===== config.mk =====
export PLATFORM = sky130hd
export DESIGN_NAME = wordle_guess_entry
export DESIGN_NICKNAME = d
export VERILOG_FILES = /design/src/rtl/wordle_pkg.sv /design/src/rtl/wordle_yellow_match.sv /design/src/rtl/wordle_guess_entry.sv
export SDC_FILE = /design/constraint.sdc
export NUM_CORES = 1
export LEC_CHECK = 0
export BUFFER_PORTS_ARGS = -buffer_cell sky130_fd_sc_hd__buf_2
export CAP_MARGIN = 25
export CORE_MARGIN = 8
export CORE_UTILIZATION = 40
export CTS_CLUSTER_SIZE = 14
export DETAILED_ROUTE_END_ITERATION = 8
export PLACE_DENSITY = 0.55
export SYNTH_ARGS = -nofsm -noshare
export SYNTH_HDL_FRONTEND = slang
export SYNTH_SLANG_ARGS = --single-unit

===== constraint.sdc =====
create_clock -name Clk -period 13.15 [get_ports Clk]
set_clock_uncertainty 0.1 [all_clocks]
set_input_delay 0.6575 -clock Clk [delete_from_list [all_inputs] [get_ports Clk]]
set_output_delay 0.6575 -clock Clk [all_outputs]
set_load 0.01 [all_outputs]

===== src/rtl/wordle_pkg.sv =====
// wordle_pkg: shared key codes, score encodings and one-hot state values for the guess entry block
package wordle_pkg;
    localparam int WORD_LEN = 5;

    localparam logic [4:0] KEY_A     = 5'd0;
    localparam logic [4:0] KEY_Z     = 5'd25;
    localparam logic [4:0] KEY_DEL   = 5'd26;
    localparam logic [4:0] KEY_ENTER = 5'd27;

    localparam logic [1:0] SCORE_GRAY   = 2'b00;
    localparam logic [1:0] SCORE_YELLOW = 2'b01;
    localparam logic [1:0] SCORE_GREEN  = 2'b10;

    localparam logic [4:0] ST_I      = 5'b00001;
    localparam logic [4:0] ST_ENTRY  = 5'b00010;
    localparam logic [4:0] ST_GREEN  = 5'b00100;
    localparam logic [4:0] ST_YELLOW = 5'b01000;
    localparam logic [4:0] ST_DONE   = 5'b10000;

    typedef enum logic [4:0] {
        QI      = ST_I,
        QENTRY  = ST_ENTRY,
        QGREEN  = ST_GREEN,
        QYELLOW = ST_YELLOW,
        QDONE   = ST_DONE
    } state_t;
endpackage


===== src/rtl/wordle_yellow_match.sv =====
// wordle_yellow_match: finds the lowest unused target position holding a given letter
module wordle_yellow_match
    import wordle_pkg::*;
(
    input  logic [4:0]            letter,
    input  logic [5*WORD_LEN-1:0] target,
    input  logic [WORD_LEN-1:0]   used,
    output logic                  hit,
    output logic [WORD_LEN-1:0]   match_j
);
    logic [WORD_LEN-1:0] cand;

    always_comb begin
        cand = '0;
        for (int j = 0; j < WORD_LEN; j++)
            cand[j] = !used[j] && target[5*j +: 5] == letter;
    end

    // isolate the lowest set bit so duplicates consume target letters left to right
    assign match_j = cand & (~cand + 1'b1);
    assign hit     = |cand;
endmodule


===== src/rtl/wordle_guess_entry.sv =====
// wordle_guess_entry: assembles a guess from key strobes and scores it against the target word
module wordle_guess_entry
    import wordle_pkg::*;
#(
    parameter int MAX_GUESSES = 6
) (
    input  logic        Clk,
    input  logic        reset,
    input  logic        Start,
    input  logic        Ack,
    input  logic [24:0] target,
    input  logic        key_valid,
    input  logic [4:0]  key_code,
    output logic        q_I,
    output logic        q_Entry,
    output logic        q_Score,
    output logic        q_Done,
    output logic [24:0] guess,
    output logic [2:0]  guess_len,
    output logic [9:0]  score,
    output logic        win,
    output logic [2:0]  guess_num,
    output logic        game_over
);
    state_t              state;
    logic [24:0]         tgt;
    logic [WORD_LEN-1:0] used;
    logic [2:0]          idx;
    logic [WORD_LEN-1:0] green;
    logic [9:0]          score_g;
    logic [4:0]          cur;
    logic [1:0]          cur_score;
    logic                hit;
    logic [WORD_LEN-1:0] match_j;

    assign q_I     = state == QI;
    assign q_Entry = state == QENTRY;
    assign q_Score = state == QGREEN || state == QYELLOW;
    assign q_Done  = state == QDONE;

    always_comb begin
        green   = '0;
        score_g = '0;
        for (int i = 0; i < WORD_LEN; i++) begin
            green[i]          = guess[5*i +: 5] == tgt[5*i +: 5];
            score_g[2*i +: 2] = green[i] ? SCORE_GREEN : SCORE_GRAY;
        end
        cur       = guess[5*int'(idx) +: 5];
        cur_score = score[2*int'(idx) +: 2];
    end

    wordle_yellow_match u_match (
        .letter  (cur),
        .target  (tgt),
        .used    (used),
        .hit     (hit),
        .match_j (match_j)
    );

    always_ff @(posedge Clk or posedge reset) begin
        if (reset) begin
            state     <= QI;
            tgt       <= '0;
            used      <= '0;
            idx       <= '0;
            guess     <= '0;
            guess_len <= '0;
            score     <= '0;
            win       <= 1'b0;
            guess_num <= '0;
            game_over <= 1'b0;
        end else begin
            case (state)
                QI: if (Start) begin
                    tgt       <= target;
                    guess     <= '0;
                    guess_len <= '0;
                    guess_num <= '0;
                    win       <= 1'b0;
                    score     <= '0;
                    game_over <= 1'b0;
                    state     <= QENTRY;
                end
                QENTRY: if (key_valid) begin
                    if (key_code <= KEY_Z && guess_len < 3'(WORD_LEN)) begin
                        guess[5*int'(guess_len) +: 5] <= key_code;
                        guess_len <= guess_len + 3'd1;
                    end else if (key_code == KEY_DEL && guess_len != 3'd0) begin
                        guess[5*(int'(guess_len) - 1) +: 5] <= '0;
                        guess_len <= guess_len - 3'd1;
                    end else if (key_code == KEY_ENTER && guess_len == 3'(WORD_LEN)) begin
                        state <= QGREEN;
                    end
                end
                QGREEN: begin
                    score <= score_g;
                    used  <= green;
                    idx   <= '0;
                    state <= QYELLOW;
                end
                QYELLOW: begin
                    if (cur_score != SCORE_GREEN && hit) begin
                        score[2*int'(idx) +: 2] <= SCORE_YELLOW;
                        used <= used | match_j;
                    end
                    if (idx == 3'(WORD_LEN - 1)) begin
                        win       <= &green;
                        guess_num <= guess_num + 3'd1;
                        state     <= QDONE;
                    end else begin
                        idx <= idx + 3'd1;
                    end
                end
                QDONE: if (Ack) begin
                    // a finished game keeps its last guess and score on display
                    if (win || guess_num == 3'(MAX_GUESSES)) begin
                        game_over <= 1'b1;
                        state     <= QI;
                    end else begin
                        guess     <= '0;
                        guess_len <= '0;
                        score     <= '0;
                        state     <= QENTRY;
                    end
                end
                default: state <= QI;
            endcase
        end
    end
endmodule


==> results of run 1 <==
-- sequential cells by signal (all words and copies together) (netlist names) --
name,flops
score,10
tgt,25
used,5
game_over,1
guess,25
state,5
guess_num,3
idx,3
guess_len,3
win,1
-- placed cells by master (no fill, tap or decap), drive strengths merged, types with 6 or more instances in the layout --
cell    Yosys  routed
buf         9      86
nand2b      9       9
a31oi      14      14
o31ai       8       8
nor2       44      44
xor2       26      26
a21oi      24      24
nand2      52      52
o21ai      57      57
xnor2      21      21
mux2       28      28
inv        43      42
nor3       17      17
mux2i      11      11
or3        12      12
ha         25      25
nand3      26      26
a32o        6       6
nand4       7       7
clkbuf     17      10
dfrtp      80      80
o211ai      6       6
-- stage by stage --
step                      hold slack (ns)  instance area [um^2]  cells  utilization [%]  worst slack [ns]
after floorplan                     0.406                  5750    639                -              8.35
after global placement              0.397                  6300    882             44.0              7.84
after detailed placement            0.388                  6320    883             44.2              7.68
after CTS                           0.207                  6660    898             46.5              7.66
after global routing                0.224                  6660    898             46.5              7.12
final                               0.212                  6660    898             46.5              7.59
-- routing by layer --
layer	track usage, %	routed length [um]
met5	0	0
met4	6.22	378
met3	5.14	1230
met2	30.4	8070
met1	26.3	7920
-- worst paths after layout --
path                              start   endpoint  slack (ns)  cells past startpoint
max                        guess_len[0]   guess[4]        7.59                     16
min                               reset  guess[20]        0.21                      3
max reg2reg                guess_len[0]   guess[4]        7.59                     16
min reg2reg                   game_over  game_over        0.41                      1
max in group asynchronous         reset     tgt[7]       12.12                      4
min in group Clk              game_over  game_over        0.41                      1
-- cell families after synthesis --
| group | count (synthesis) | synth area share [%] |
|---|---|---|
| DFF | 81 | 35.3 |
| adders and majority gates | 28 | 6.48 |
| xor gates and xnor gates | 47 | 7.16 |
| muxes | 39 | 7.40 |
| buffers and inverters | 69 | 4.92 |
| AOI/OAI and AO/OA | 167 | 19.8 |
| and+or+nand+nor | 208 | 19.0 |
-- cell type report --
| type | count | area [um^2] | area share, % |
|---|---|---|---|
| multi-input cells | 489 | 3440 | 51.7 |
| flip-flops and latches | 81 | 2030 | 30.5 |
| repair buffers | 86 | 463 | 6.95 |
| well taps | 184 | 230 | 3.46 |
| clock buffers | 10 | 229 | 3.44 |
| inverters | 43 | 163 | 2.44 |
| clock inverters | 5 | 105 | 1.58 |
-- worst min-delay path: cells and delay by family --
family / cells / cell delay (ns)
buffers and inverters: 3 / 0.37
==> flow_metrics.py, run 1 <==
metrics = {
    "run_status": {
        "outcome": "finished clean",
    },
    "synthesis": {
        "synth_cell_types": 76,
        "ys.flop_type": "dfrtp_1",
        "syn_nets": 702,
        "syn_inst": 639,
        "seq_area_frac_synth_pct": 35.3,
        "synth.avg_cell_area_um2": 9.00,
        "synth_top_cell_by_area": "dfrtp_1",
        "ys_ff_latch": 81,
        "synth_commonest_cells": "80 x dfrtp_1, 52 x nand2_1, 50 x o21ai_0, 43 x inv_1, 43 x nor2_1",
        "yosysWarningCount": 0,
        "syn_area_mm2": 0.00575,
        "synth-edff-count": 0,
        "synth.most_common_cell": "dfrtp_1",
        "synthTopCellsByArea": "dfrtp_1 35%, mux2_2 5.5%, ha_1 5.4%",
        "yosysTopAreaCellShare_pct": 34.8,
        "async_flop_share_pct": 100,
    },
    "route": {
        "drc": 0,
        "drt_iter0_markers": 436,
        "first_pass_iters": 5,
        "ant_nets": 0,
        "vias": 5240,
        "wl_per_cell_um": 19.6,
        "viasPerCell": 5.84,
        "wl_um": 17600,
    },
    "setup_path": {
        "required_ns": 13.29,
        "crit_buf_inv": 2,
        "cp_max_fo": 17,
        "cp.arrival_ns": 5.69,
        "crit_family": "adder cells",
        "worstSetupPathType": "reg -> reg",
        "cpPeakStageDelay_ns": 0.86,
        "worstPathCellList": "inv_1, ha_1, ha_1, inv_1, ha_1, fa_1, ha_1, a21o_1, a21oi_1, o21ai_0, ha_1, nand2b_1, a221oi_2, nand3_1, a21o_1, a32o_1",
        "crit_path_top_delay_cell": "a221oi_2",
        "end_kind": "flip-flop",
        "crit_path_frequent_cell": "ha_1",
        "crit_path_start_kind": "flip-flop",
    },
    "die": {
        "dieArea_mm2": 0.0185,
        "rows": 44,
        "core_mm2": 0.0143,
        "die_h_um": 136,
        "fp.dieW_um": 136,
        "ios": 82,
        "start_util_pct": 40.2,
    },
    "cells_and_area": {
        "nFillCells": 1429,
        "n_antenna_cell": 0,
        "area_delta_synth_final_pct": 15.8,
        "nets": 773,
        "drive_gt1_share_pct": 20.2,
    },
    "cts": {
        "clock-root-buffer": "clkbuf_16",
        "cts_tree": "built",
        "cts.sinks": 81,
        "clk_path_buf_depth": 2,
        "post_cts_buffers": 0,
        "cts_max_level": 3,
        "holdBufCountCts": 0,
        "insertion_delay_ns": 0.35,
        "clk_pin_slew_ns": 0.06,
        "numCtsBuffers": 9,
        "post_cts_resized": 0,
    },
    "timing": {
        "max_slew_margin_pct": 22.3,
        "fmax_mhz": 180,
        "rsz0062_at_grt": "no",
        "finalHoldViolations": 0,
        "period_needed_ns": 5.56,
        "fin_crit_sh_pct": 42.3,
        "setup-tns-final_ns": 0,
        "finalSetupViolCount": 0,
        "worst_slew_pin_slew_ns": 1.17,
        "finalMaxSlewViolations": 0,
    },
    "placement": {
        "gp_congestion": 0.898,
        "port_buffers": 81,
        "place_hpwl_um": 13500,
    },
    "global_routing": {
        "grt_pass1_wl_um": 28500,
        "grt.total_usage_pct": 19.7,
        "grt_pass1_vias": 5183,
        "antenna_found_initial": 0,
        "grt-ovfl-total": 0,
        "grt_max_degree": 70,
    },
    "run": {
        "drv_cap": 0,
    },
    "hold_path": {
        "hp-class": "in -> async",
    },
}
Power of run 1 is not shown: default switching activity piles up to over one toggle a cycle in this logic, so the estimate is an artifact.
==> run 2: changes to the inputs <==
--- a/config.mk
+++ b/config.mk
@@ -5,6 +5,7 @@
 export SDC_FILE = /design/constraint.sdc
 export NUM_CORES = 1
 export LEC_CHECK = 0
+export ABC_AREA = 1
 export BUFFER_PORTS_ARGS = -buffer_cell sky130_fd_sc_hd__buf_2
 export CAP_MARGIN = 25
 export CORE_MARGIN = 8
==> constraint.sdc (replaced) <==
create_clock -name Clk -period 5.67 [get_ports Clk]
set_clock_uncertainty 0.1 [all_clocks]
set_input_delay 0.2835 -clock Clk [delete_from_list [all_inputs] [get_ports Clk]]
set_output_delay 0.2835 -clock Clk [all_outputs]
set_load 0.01 [all_outputs]
==> flow_metrics.py, run 2 <==
metrics = {
    "run_status": {
        "outcome": "finished clean",
    },
    "hold_path": {
        "hold_end": "tgt[24]",
        "hp-class": "in -> reg",
        "min_path_cells": 3,
        "worstHoldStart": "target[24]",
    },
    "cts": {
        "cts_max_level": 3,
        "insertion_delay_ns": 0.36,
        "post_cts_buffers": 0,
        "clk_pin_slew_ns": 0.07,
        "clk_path_buf_depth": 2,
        "clock-root-buffer": "clkbuf_16",
        "cts.sinks": 81,
        "cts_tree": "built",
        "numCtsBuffers": 9,
    },
    "setup_path": {
        "cp.arrival_ns": 5.00,
        "crit_family": "adder cells",
        "end_kind": "flip-flop",
        "worstSetupPathType": "reg -> reg",
        "r2r_setup_slack_ns": 0.82,
        "cp_max_fo": 18,
        "crit_buf_inv": 5,
        "reg2reg_depth": 23,
        "required_ns": 5.81,
        "crit_path_start_kind": "flip-flop",
        "worstReg2RegStart": "guess_len[0]",
        "r2r_end": "guess[19]",
        "crit_path_top_delay_cell": "fa_1",
        "worstPathCellList": "buf_4, inv_1, ha_1, ha_1, inv_1, ha_1, fa_1, ha_1, a21oi_1, nand2_1, a21o_1, ha_1, nand3_1, nor2_1, nand2_1, inv_1, nand3_1, inv_1, a21oi_1, o21ai_0, nand2_1, nand2_1, nand2_1",
        "cpPeakStageDelay_ns": 0.46,
    },
    "die": {
        "fp.dieW_um": 139,
        "rows": 45,
        "ios": 82,
        "dieArea_mm2": 0.0193,
        "core_mm2": 0.0150,
        "die_h_um": 139,
        "start_util_pct": 40.4,
    },
    "timing": {
        "finalMaxSlewViolations": 0,
        "rsz0062_at_grt": "no",
        "finalSetupViolCount": 0,
        "setup-tns-final_ns": 0,
        "max_slew_margin_pct": 29.4,
        "worst_slew_pin_slew_ns": 1.05,
        "period_needed_ns": 4.85,
        "fin_crit_sh_pct": 85.6,
        "fmax_mhz": 206,
        "finalHoldViolations": 0,
    },
    "synthesis": {
        "synth.most_common_cell": "nand2_1",
        "seq_area_frac_synth_pct": 33.5,
        "async_flop_share_pct": 100,
        "syn_inst": 877,
        "synthTopCellsByArea": "dfrtp_1 33%, nand2_1 17%, nand3_1 6.5%",
        "synth_cell_types": 58,
        "syn_nets": 940,
        "ys.flop_type": "dfrtp_1",
        "synth-edff-count": 0,
        "yosysWarningCount": 0,
        "ys_ff_latch": 81,
        "synth.avg_cell_area_um2": 6.91,
        "syn_area_mm2": 0.00606,
        "synth_top_cell_by_area": "dfrtp_1",
        "yosysTopAreaCellShare_pct": 33.1,
        "synth_commonest_cells": "267 x nand2_1, 100 x inv_1, 80 x dfrtp_1, 79 x nand3_1, 75 x nor2_1",
    },
    "cells_and_area": {
        "regArea_mm2": 0.00203,
        "nets": 1021,
        "final_common_cell": "nand2_1",
        "area_delta_synth_final_pct": 15.1,
        "reg_top3": "guess (25), tgt (25), score (10)",
        "nFillCells": 1628,
        "n_antenna_cell": 0,
        "multiInputGateArea_mm2": 0.00353,
        "mostFrequentLayoutCells": "267 x nand2_1, 99 x inv_1, 81 x buf_2",
        "drive_gt1_share_pct": 16.1,
    },
    "run": {
        "drv_cap": 0,
    },
    "placement": {
        "place_hpwl_um": 15400,
        "gp_congestion": 0.933,
        "port_buffers": 81,
    },
    "global_routing": {
        "antenna_found_initial": 0,
        "grt_pass1_vias": 5750,
        "grt_pass1_wl_um": 31500,
        "grt.total_usage_pct": 20.4,
        "grt-ovfl-total": 0,
        "grt_max_degree": 49,
    },
    "route": {
        "viasPerCell": 5.20,
        "first_pass_iters": 5,
        "ant_nets": 0,
        "vias": 5990,
        "drt_iter0_markers": 453,
        "wl_per_cell_um": 16.9,
        "wl_um": 19500,
        "drc": 0,
    },
}
[run 2: area by class of cell]
type	count	area share, %
clock buffer	9	3.23
clock inverter	7	1.13
inverter	111	5.99
multi-input combinational	667	50.6
sequential	81	29.1
tap	188	3.37
timing repair buffer	88	6.60
[run 2: how the worst max path moves through the flow]
stage | start | to | slack [ns] | depth (start not counted)
after floorplan | guess_len[0] | guess[17] | 1.30 | 22
after global placement | guess_len[0] | guess[23] | 0.97 | 23
after detailed placement | guess_len[0] | guess[23] | 0.87 | 23
after CTS | guess_len[0] | guess[23] | 0.86 | 23
after global routing | guess_len[0] | guess[7] | 0.35 | 23
final | guess_len[0] | guess[19] | 0.82 | 23
[run 2: kinds of logic (layout without fill, tap and decap cells)]
group	Yosys count	after routing	share of synthesized area [%]
compound gates	140	140	13.4
xor+xnor	17	17	2.46
fa+ha+maj	28	28	6.16
buf+inv	129	215	8.39
flops	81	81	33.5
simple gates	482	482	36.1
[run 2: routing by layer]
metal	vias to the layer above	track usage [%]	wire, um
li1	3034	-	-
met1	2762	27.5	9320
met2	158	31.8	8700
met3	36	4.27	958
met4	0	7.22	533
met5	-	0	0
[run 2: tightest hold or removal path: cells and delay by family]
| kind | cells | cell delay (ns) |
|---|---|---|
| buf+inv | 1 | 0.07 |
| simple gates | 2 | 0.09 |
[run 2: per-stage QoR]
stage / area, um^2 / std cells / utilization (%) / worst slack (ns) / hold WS (ns)
CTS: 6970 / 1151 / 46.6 / 0.860 / 0.0220
floorplan: 6060 / 877 / - / 1.30 / 0.300
global route: 6970 / 1151 / 46.6 / 0.345 / 0.0326
finish: 6970 / 1151 / 46.6 / 0.817 / 0.0306
detailed placement: 6660 / 1134 / 44.5 / 0.867 / 0.293
global placement: 6660 / 1134 / 44.5 / 0.975 / 0.290
[run 2: timing repair]
action,in CTS,in global routing
hold buffers,1,0
hold endpoints to repair,35,0
gates resized for setup,0,0
Power of run 2 is left out for the same reason.
